## config.mk

```make
export PLATFORM = sky130hd
export DESIGN_NAME = abr_ckt
export DESIGN_NICKNAME = d
export VERILOG_FILES = /design/src/rtl/abr_ckt.sv
export SDC_FILE = /design/constraint.sdc
export NUM_CORES = 1
export LEC_CHECK = 0
export CAP_MARGIN = 30
export CORE_MARGIN = 2
export CORE_UTILIZATION = 35
export CTS_BUF_LIST = sky130_fd_sc_hd__clkbuf_4 sky130_fd_sc_hd__clkbuf_8
export DETAILED_ROUTE_END_ITERATION = 8
export PLACE_DENSITY = 0.63
export SKIP_CTS_REPAIR_TIMING = 1
export SLEW_MARGIN = 30
export SYNTH_ARGS = -nofsm -noshare
export SYNTH_HDL_FRONTEND = slang
export SYNTH_SLANG_ARGS = --single-unit
export TNS_END_PERCENT = 30
```

## constraint.sdc

```tcl
create_clock -name clk -period 5.2 [get_ports clk]
set_input_delay 0.78 -clock clk [delete_from_list [all_inputs] [get_ports clk]]
set_output_delay 0.78 -clock clk [all_outputs]
set_load 0.02 [all_outputs]
```

## src/rtl/abr_ckt.sv

```systemverilog
// UART auto-baud detector: times a received 0x55 sync character and reports the bit period.
// Optional macro ABR_OVF_EN adds the ABDOVF counter-overflow output.
module abr_ckt #(
  parameter int PRESCALE = 1,
  parameter int CNT_W    = 11
) (
  input  logic       clk,
  input  logic       rst_n,
  input  logic       ABAUD,
  input  logic       UxRX,
  output logic       UxRXIF,
`ifdef ABR_OVF_EN
  output logic       ABDOVF,
`endif
  output logic [7:0] out
);

  typedef enum logic [2:0] {
    IDLE       = 3'd0,
    WAIT_START = 3'd1,
    WAIT_R1    = 3'd2,
    MEASURE    = 3'd3,
    DONE       = 3'd4
  } state_t;

  state_t             state_reg;
  state_t             state_next;
  logic [1:0]         sync_reg;
  logic               rx_prev_reg;
  logic               rise;
  logic               fall;
  logic               tick;
  logic [CNT_W-1:0]   cnt_reg;
  logic [2:0]         edge_cnt_reg;
  logic               cnt_max;
  logic               start_meas;

  // Two-flop synchronizer followed by a previous-value register for edge detection
  always_ff @(posedge clk or negedge rst_n) begin
    if (!rst_n) begin
      sync_reg    <= 2'b11;
      rx_prev_reg <= 1'b1;
    end else begin
      sync_reg    <= {sync_reg[0], UxRX};
      rx_prev_reg <= sync_reg[1];
    end
  end

  assign rise = sync_reg[1] & ~rx_prev_reg;
  assign fall = ~sync_reg[1] & rx_prev_reg;

  generate
    if (PRESCALE > 1) begin : g_prescale
      localparam int PS_W = $clog2(PRESCALE);
      logic [PS_W-1:0] ps_reg;

      always_ff @(posedge clk or negedge rst_n) begin
        if (!rst_n) begin
          ps_reg <= '0;
        end else if (ps_reg == PS_W'(PRESCALE - 1)) begin
          ps_reg <= '0;
        end else begin
          ps_reg <= ps_reg + 1'b1;
        end
      end

      assign tick = (ps_reg == PS_W'(PRESCALE - 1));
    end else begin : g_no_prescale
      assign tick = 1'b1;
    end
  endgenerate

  assign cnt_max = &cnt_reg;

  always_ff @(posedge clk or negedge rst_n) begin
    if (!rst_n) begin
      state_reg <= IDLE;
    end else begin
      state_reg <= state_next;
    end
  end

  always_comb begin
    state_next = state_reg;
    start_meas = 1'b0;
    case (state_reg)
      IDLE: begin
        if (ABAUD && !UxRXIF) state_next = WAIT_START;
      end
      WAIT_START: begin
        if (!ABAUD)    state_next = IDLE;
        else if (fall) state_next = WAIT_R1;
      end
      WAIT_R1: begin
        if (!ABAUD) begin
          state_next = IDLE;
        end else if (rise) begin
          state_next = MEASURE;
          start_meas = 1'b1;
        end
      end
      MEASURE: begin
        // The 5th rising edge opens the stop bit, eight bit periods after the first
        if (!ABAUD)                           state_next = IDLE;
        else if (rise && edge_cnt_reg == 3'd4) state_next = DONE;
      end
      DONE: begin
        state_next = IDLE;
      end
      default: begin
        state_next = IDLE;
      end
    endcase
  end

  always_ff @(posedge clk or negedge rst_n) begin
    if (!rst_n) begin
      cnt_reg      <= '0;
      edge_cnt_reg <= 3'd0;
    end else if (start_meas) begin
      cnt_reg      <= '0;
      edge_cnt_reg <= 3'd1;
    end else if (state_reg == MEASURE) begin
      if (tick && !cnt_max) cnt_reg <= cnt_reg + 1'b1;
      if (rise)             edge_cnt_reg <= edge_cnt_reg + 3'd1;
    end
  end

  // DONE always publishes, even if ABAUD drops in that same cycle
  always_ff @(posedge clk or negedge rst_n) begin
    if (!rst_n) begin
      out    <= 8'h00;
      UxRXIF <= 1'b0;
    end else if (state_reg == DONE) begin
      out    <= cnt_max ? 8'hFF : cnt_reg[CNT_W-1:CNT_W-8];
      UxRXIF <= 1'b1;
    end else if (!ABAUD) begin
      UxRXIF <= 1'b0;
    end
  end

`ifdef ABR_OVF_EN
  logic abaud_prev_reg;

  always_ff @(posedge clk or negedge rst_n) begin
    if (!rst_n) begin
      abaud_prev_reg <= 1'b0;
      ABDOVF         <= 1'b0;
    end else begin
      abaud_prev_reg <= ABAUD;
      if (ABAUD && !abaud_prev_reg) begin
        ABDOVF <= 1'b0;
      end else if (state_reg == MEASURE && cnt_max) begin
        ABDOVF <= 1'b1;
      end
    end
  end
`endif

endmodule

```

==> results_dict.tcl, run 1 <==
set metrics [dict create \
    crit_type "in -> reg" \
    finalInstanceArea_um2 1650 \
    regArea_um2 729 \
    clkLatencyLatePin_ns 0.28 \
    grt_overflow 0 \
    vias 1045 \
    die-area_um2 4510 \
    whs_endpoint "sync_reg[1]" \
    dp.cells 184 \
    ios 13 \
    cp_num_buf_inv 1 \
    max_cap_violations 0 \
    hold_path_startpoint "sync_reg[0]" \
    synth_cell_type_count 41 \
    wl_um 2720 \
    fmax_ghz 0.452 \
    multi_input_area_um2 613 \
    gp_congestion 0.917 \
    synth_largest_area_cell "dfrtp_1" \
    numCtsBuffers 5 \
    hold_ws_ns 0.356 \
    ys_ff_latch 29 \
    largest_register_ffs 11 \
    rsz0062_at_grt "no" \
    clk_pin_slew_ns 0.06 \
    core_um2 3740 \
    dp_worst_setup_slack_ns 2.71 \
    grt_pass1_wl_um 4790 \
    min_period_ns 2.21 \
    die_w_um 67.2 \
    die_height_um 67.2 \
    async_flop_share_pct 100 \
    finalCritPeriodShare_pct 42.5 \
    synth.top_cells.by_area "dfrtp_1 47%, dfstp_2 5.6%, mux2_1 4.8%, nand3_1 3.6%, ha_1 2.7%" \
    critical-path-top-delay-family "simple AND/OR/NAND/NOR gates" \
    powerDensity_nw_per_um2 397 \
    htreeDepth 2 \
    setup_ws_ns 2.99 \
    fin_nets 150 \
    syn_nets 134 \
    synth_flop_cell "dfrtp_1" \
    antenna_found_initial 0 \
    crit_chain "clkdlybuf4s50_1 -> nand4bb_1 -> or3b_1 -> o21ai_1 -> o221ai_1" \
    reg2reg_to "cnt_reg[5]" \
    fin_skew_ns 0.00443 \
    postRouteAntennaNets 0 \
    cp_max_fo 5 \
    syn_to_final_growth_pct 17.8 \
    diodes 0 \
    power_mw 0.653 \
    cts_tree "built" \
    viasPerCell 5.44 \
    avgSynthCellArea_um2 11.0 \
    cts.path.max_buffers 2 \
    instances_no_fill 192 \
    ys_seq_area_share_pct 52.2 \
    fin_util_pct 44.0 \
    start_util_pct 37.3 \
    setup_violations 0 \
    synth-edff-count 0 \
    drc 0 \
    worst_pin_slew_ns 0.835 \
    ir_drop_v 0.000158 \
    p_leak_nw 0.728 \
    drive_above_1_share_pct 11.8 \
    hold_class "reg -> reg" \
    hpwl_um 1970 \
    numClockSinks 29 \
    postSynthCellCount 127 \
    placed_area_um2 1560 \
    hold_viol_final 0 \
    first_global_vias 1022 \
    crit_arrival_ns 2.36 \
    synth_top_area_share_pct 46.6 \
    reg2reg_slack_ns 3.36 \
    num_rows 22 \
    dr.pass1.iters 4 \
    clock-root-buffer "clkbuf_8" \
    portBuffers 12 \
    worstPathRequired_ns 5.35 \
    fill_cells 367 \
    critical-path-slowest-cell "clkdlybuf4s50_1" \
    grt_max_degree 17 \
    drv_slew 0 \
    final.setup.tns_ns 0 \
    wl_per_cell_um 14.1 \
    ys_warn_count 0 \
    cp-end-kind "register" \
    critical-path-max-stage-delay_ns 0.50 \
    start_kind "input pin" \
    track_usage_pct 14.5 \
    status "finished clean" \
    slew_headroom_pct 44.1 \
    crit_cells 5 \
    synth_area_um2 1400 \
    drtIter0Drc 26 \
    r2r_start "cnt_reg[0]" \
    reg2reg_depth 5 \
    min_path_cells 0 \
]
-- logic make-up (layout without fill, tap and decap cells) --
group                      count (synthesis)  after routing  synth area share, %
and+or+nand+nor                           50             50                 21.3
DFF                                       29             29                 52.2
AOI/OAI and AO/OA                         19             19                 9.40
buffers and inverters                     12             29                 3.94
muxes                                     11             11                 8.59
adders and majority gates                  3              3                 2.69
xor gates and xnor gates                   3              3                 1.88
-- cell usage in the layout, fill, tap and decap left out, drive strengths merged, types with 3 or more instances in the layout --
cell / netlist / layout
a21oi: 4 / 4
and3: 4 / 4
clkbuf: 1 / 5
clkdlybuf4s50: 0 / 12
dfrtp: 26 / 26
dfstp: 3 / 3
ha: 3 / 3
inv: 8 / 8
mux2: 8 / 8
mux2i: 3 / 3
nand2: 10 / 10
nand3: 10 / 10
nand4: 4 / 4
nor2: 4 / 4
or4: 3 / 3
-- worst reg2reg max path: stages (launching register included) --
cell	delay [ns]
dfrtp_1	0.44
ha_1	0.26
and3_1	0.24
and4_4	0.21
or4_1	0.47
a21oi_1	0.15
-- metal layers --
layer	part of all wire (%)	track usage, %	up-vias
met5	0	0	-
met4	2.4	7.65	0
met3	3.9	4.17	6
met2	50	23.1	26
met1	43	17.8	516
li1	-	-	497
-- worst max-delay path by stage --
| stage | slack, ns | to | from |
|---|---|---|---|
| 2_1_floorplan | 3.40 | cnt_reg[3] | ABAUD |
| 4_1_cts | 3.01 | cnt_reg[7] | ABAUD |
| 5_1_grt | 2.90 | cnt_reg[7] | ABAUD |
| 3_3_place_gp | 2.77 | cnt_reg[7] | ABAUD |
| 6_report | 2.99 | cnt_reg[7] | ABAUD |
| 3_5_place_dp | 2.71 | cnt_reg[8] | ABAUD |
-- synthesized netlist by cell type, types with 4 or more instances --
master / number
inv_1: 8
a21oi_1: 4
nand3_1: 10
nand2_1: 10
nand4_1: 4
dfrtp_1: 26
mux2_1: 6
and3_1: 4
nor2_1: 4
-- area by class of cell --
cell class	instances	share of cell area, %
Inverter	8	1.82
Clock buffer	5	4.18
Tap cell	48	3.65
Clock inverter	3	1.06
Sequential cell	29	44.3
Multi-Input combinational cell	86	37.2
Timing Repair Buffer	13	7.75
-- power by group --
| group | internal (mW) | total (mW) | switching [mW] | leakage [nW] |
|---|---|---|---|---|
| Combinational | 0.0657 | 0.128 | 0.0626 | 0.326 |
| Sequential | 0.277 | 0.350 | 0.0732 | 0.358 |
| Clock | 0.0919 | 0.175 | 0.0832 | 0.0439 |
| Total | 0.434 | 0.653 | 0.219 | 0.728 |
(Power assumes the default switching activity.)
==> inputs of run 2 (changes only) <==
Settings changed: PLACE_DENSITY 0.63 to 0.65.
Clock period 5.2 ns to 2 ns, I/O delays scaled along.
==> results_dict.tcl, run 2 (synthesized netlist as in run 1, its figures left out) <==
set metrics [dict create \
    die_height_um 67.2 \
    numCtsBuffers 5 \
    postRouteAntennaNets 0 \
    r2r_start "cnt_reg[0]" \
    vias 1092 \
    gp_congestion 0.784 \
    hpwl_um 2030 \
    worst_pin_slew_ns 0.428 \
    multi_input_area_um2 613 \
    drive_above_1_share_pct 14.8 \
    track_usage_pct 14.3 \
    setup_violations 0 \
    finalCritPeriodShare_pct 91.2 \
    final_common_cell "dfrtp_1" \
    hold_viol_final 0 \
    num_rows 22 \
    crit_arrival_ns 2.03 \
    reg2reg_slack_ns 0.18 \
    powerDensity_nw_per_um2 1030 \
    grt_max_degree 30 \
    hold_path_startpoint "sync_reg[0]" \
    clock_power_share_pct 29.4 \
    drc 0 \
    core_um2 3740 \
    largest_register_ffs 11 \
    status "finished clean" \
    fill_cells 356 \
    regArea_um2 729 \
    worstPathRequired_ns 2.20 \
    critical-path-top-delay-family "simple AND/OR/NAND/NOR gates" \
    instances_no_fill 197 \
    min_period_ns 1.82 \
    dr.pass1.iters 4 \
    max_cap_violations 0 \
    pwr-share-comb_pct 19.2 \
    cp-end-kind "register" \
    start_kind "register" \
    start_util_pct 37.3 \
    cp_num_buf_inv 0 \
    grt_overflow 0 \
    portBuffers 12 \
    drv_slew 0 \
    final_cell_mix "26 x dfrtp_1, 12 x clkdlybuf4s50_1, 10 x nand2_1, 10 x nand3_1, 8 x inv_1" \
    rsz0062_at_grt "no" \
    p_leak_nw 0.763 \
    reg2reg_depth 5 \
    fmax_ghz 0.548 \
    crit_type "reg -> reg" \
    grt_pass1_wl_um 4770 \
    switching_share_pct 31.6 \
    p_int_mw 1.20 \
    die-area_um2 4510 \
    fin_util_pct 45.4 \
    dp.cells 189 \
    syn_to_final_growth_pct 21.6 \
    fin_nets 155 \
    fin_skew_ns 0.00379 \
    ir_drop_v 0.000492 \
    cts.path.max_buffers 2 \
    die_w_um 67.2 \
    slew_headroom_pct 70.7 \
    numClockSinks 29 \
    clk_pin_slew_ns 0.06 \
    clock-root-buffer "clkbuf_8" \
    critical-path-slowest-cell "or4_1" \
    whs_endpoint "sync_reg[1]" \
    critical-path-max-stage-delay_ns 0.46 \
    cts_tree "built" \
    power_frac_seq_pct 51.3 \
    wl_per_cell_um 14.4 \
    htreeDepth 2 \
    cp_max_fo 7 \
    hold_class "reg -> reg" \
    diodes 0 \
    wl_um 2830 \
    p_switching_mw 0.555 \
    clkLatencyLatePin_ns 0.28 \
    antenna_found_initial 0 \
    ios 13 \
    first_global_vias 1078 \
    crit_chain "ha_1 -> and3_1 -> and4_4 -> or4_1 -> a21oi_1" \
    drtIter0Drc 86 \
    reg2reg_to "cnt_reg[5]" \
    final.setup.tns_ns 0 \
    viasPerCell 5.54 \
    min_path_cells 0 \
]
## run 2: through the flow
stage / setup slack [ns] / power (mW) / hold slack (ns) / cell area (µm²)
6_report: 0.176 / 1.76 / 0.360 / 1700
5_1_grt: 0.0982 / 1.89 / 0.364 / 1700
4_1_cts: 0.176 / 1.78 / 0.361 / 1700
3_5_place_dp: -0.00246 / 1.25 / 0.355 / 1600
3_3_place_gp: 0.0907 / 1.22 / 0.347 / 1600
2_1_floorplan: 0.223 / 1.12 / 0.00441 / 1400
## run 2: worst max path at each step
stage / from / end / depth (start not counted)
after global placement: ABAUD / cnt_reg[7] / 5
after floorplan: cnt_reg[0] / cnt_reg[5] / 6
final: cnt_reg[0] / cnt_reg[5] / 5
after detailed placement: ABAUD / cnt_reg[8] / 5
after global routing: cnt_reg[0] / cnt_reg[5] / 5
after CTS: cnt_reg[0] / cnt_reg[5] / 5
## run 2: worst register-to-register path, delay by kind of cell, from the launching register on
kind                     cells  cell delay (ns)
AO/OA/AOI/OAI                1             0.16
adder cells (fa/ha/maj)      1             0.24
flip-flops                   1             0.43
AND/OR/NAND/NOR              3             0.92
## run 2: final cells by class
type | instances | area share (%)
clock buffer | 7 | 5.67
clock inverter | 1 | 0.295
tap | 48 | 3.53
inverter | 8 | 1.77
sequential | 29 | 42.9
timing repair buffer | 18 | 9.72
multi-input combinational | 86 | 36.1
## run 2: power by group through the flow
stage / sequential (mW) / clock (mW) / combinational (mW)
final: 0.902 / 0.517 / 0.338
after global routing: 0.935 / 0.569 / 0.383
after CTS: 0.899 / 0.537 / 0.341
after detailed placement: 0.909 / 0 / 0.338
after global placement: 0.899 / 0 / 0.322
after floorplan: 0.858 / 0 / 0.261
## run 2: metal layers
metal  share of wire [%]  global-route usage [%]  routed length, µm  vias to the layer above
met3                 5.7                    6.50                162                        6
met5                   0                       0                  0                        -
met1                  43                    16.0               1230                      538
met4                 1.6                    5.61                 44                        0
li1                    -                       -                  -                      511
met2                  49                    23.9               1390                       37
==> inputs of run 3 (changes only) <==
Settings changed: ABC_AREA from default to 1, CORE_UTILIZATION 35 to 53, PLACE_DENSITY 0.65 to 0.87.
==> results_dict.tcl, run 3 <==
set metrics [dict create \
    drv_slew 0 \
    hold_viol_final 0 \
    critical-path-slowest-cell "clkdlybuf4s50_1" \
    final.setup.tns_ns 0 \
    track_usage_pct 19.5 \
    finalCritPeriodShare_pct 82.0 \
    syn_to_final_growth_pct 15.2 \
    slew_headroom_pct 66.6 \
    fin_nets 201 \
    p_leak_nw 0.796 \
    setup_violations 0 \
    antenna_found_initial 0 \
    synth_compound_area_share_pct 9.02 \
    cp_max_fo 2 \
    vias 1160 \
    die_height_um 56.2 \
    critical-path-top-delay-family "buffers and inverters" \
    drc 0 \
    min_period_ns 1.64 \
    diodes 0 \
    wl_um 2710 \
    clock-root-buffer "clkbuf_4" \
    ys_top_cells_by_count "45 x nand2_1, 26 x dfrtp_1, 20 x inv_1" \
    largest_register_ffs 11 \
    grt_pass1_wl_um 4770 \
    gp_congestion 0.870 \
    power_mw 2.39 \
    crit_arrival_ns 1.34 \
    worstPathRequired_ns 1.70 \
    hold_class "in -> async" \
    max_cap_violations 0 \
    status "finished clean" \
    synth-edff-count 0 \
    synth.top_cells.by_area "dfrtp_1 45%, nand2_1 12%, nand3_1 5.9%, dfstp_2 5.5%, inv_1 5.2%" \
    final_cell_mix "45 x nand2_1, 26 x dfrtp_1, 20 x inv_1" \
    ir_drop_v 0.000905 \
    hpwl_um 2010 \
    synthAdderAreaFrac_pct 2.60 \
    syn_nets 183 \
    synth_top_area_share_pct 45.1 \
    synth_largest_area_cell "dfrtp_1" \
    synth_area_um2 1440 \
    fin_skew_ns 0.00855 \
    synth_top_family_by_area "simple AND/OR/NAND/NOR gates" \
    clk_pin_slew_ns 0.10 \
    synth-xor-area-share_pct 2.43 \
    synth_cell_type_count 24 \
    async_flop_share_pct 100 \
    synth_flop_cell "dfrtp_1" \
    powerDensity_nw_per_um2 1440 \
    postSynthCellCount 176 \
    die-area_um2 3160 \
    numCtsBuffers 5 \
    synth_most_common_cell "nand2_1" \
    first_global_vias 1132 \
    yosys.area_share.simple_pct 27.8 \
    grt_max_degree 30 \
    postRouteAntennaNets 0 \
    wl_per_cell_um 12.0 \
    start_util_pct 57.2 \
    synthMuxAreaShare_pct 0 \
    fmax_ghz 0.610 \
    final_common_cell "nand2_1" \
    critical-path-max-stage-delay_ns 0.65 \
    die_w_um 56.2 \
    grt_overflow 0 \
    worst_pin_slew_ns 0.499 \
    cts_tree "built" \
    crit_type "reg -> out" \
    start_kind "register" \
    htreeDepth 2 \
    cp-end-kind "output port" \
    drtIter0Drc 39 \
    viasPerCell 5.16 \
    ios 13 \
    cp_num_buf_inv 1 \
    cts.path.max_buffers 2 \
    dr.pass1.iters 4 \
    rsz0062_at_grt "no" \
    avgSynthCellArea_um2 8.20 \
    core_um2 2520 \
    drive_above_1_share_pct 14.4 \
    ys_seq_area_share_pct 50.6 \
    ys_warn_count 0 \
    clkLatencyLatePin_ns 0.33 \
    ys_ff_latch 29 \
    num_rows 18 \
    numClockSinks 29 \
    crit_chain "clkdlybuf4s50_1" \
    portBuffers 12 \
]
-- run 3: cell count changes after synthesis, sizes merged, moves of 3 or more --
cell	delta
mux2	-8
nor2	+17
mux2i	-3
nand3	+8
inv	+16
or4	-3
nand2	+38
and3	-4
o21ai	+18
-- run 3: path summary, 6_finish.rpt --
path	startpoint	to	slack, ns	cells past startpoint
min reg2reg	sync_reg[0]	sync_reg[1]	0.36	0
max reg2reg	cnt_reg[0]	cnt_reg[6]	0.46	8
max in group asynchronous	rst_n	sync_reg[0]	1.34	2
min in group clk	sync_reg[0]	sync_reg[1]	0.36	0
max	out[1]	out[1]	0.36	1
min	rst_n	state_reg[0]	0.34	2
-- run 3: kinds of logic (layout without fill, tap and decap cells) --
group	Yosys count	count (layout)
AO/OA/AOI/OAI	23	23
XOR/XNOR	4	4
adder cells (fa/ha/maj)	3	3
buffers and inverters	27	46
flip-flops	29	29
AND/OR/NAND/NOR	90	90
-- run 3: metal layers --
layer | up-vias | wire length (µm) | track usage (%)
met3 | 7 | 160 | 6.74
li1 | 590 | - | -
met2 | 33 | 1260 | 30.6
met4 | 0 | 59 | 8.84
met5 | - | 0 | 0
met1 | 530 | 1230 | 24.1
-- run 3: area by class of cell --
| class | instances | area, µm² |
|---|---|---|
| Multi-Input combinational cell | 120 | 603 |
| Inverter | 25 | 93.8 |
| Sequential cell | 29 | 729 |
| Tap cell | 30 | 37.5 |
| Clock inverter | 1 | 5.00 |
| Clock buffer | 7 | 65.1 |
| Timing Repair Buffer | 13 | 128 |
| Fill cell | 205 | 861 |
-- run 3: stage by stage --
step           hold WS [ns]  util, %  worst slack, ns  cells  area, µm²
4_1_cts               0.353     65.9            0.361    225       1660
3_5_place_dp          0.348     63.1            0.381    217       1590
5_1_grt               0.365     65.9            0.307    225       1660
6_report              0.340     65.9            0.360    225       1660
3_3_place_gp          0.347     63.1            0.419    217       1590
2_1_floorplan       0.00441        -            0.725    176       1440
-- run 3: report_power, final --
group          switching [mW]  total, mW  internal [mW]
clock                   0.203      0.407          0.203
sequential              0.199       1.02          0.826
combinational           0.560      0.955          0.396
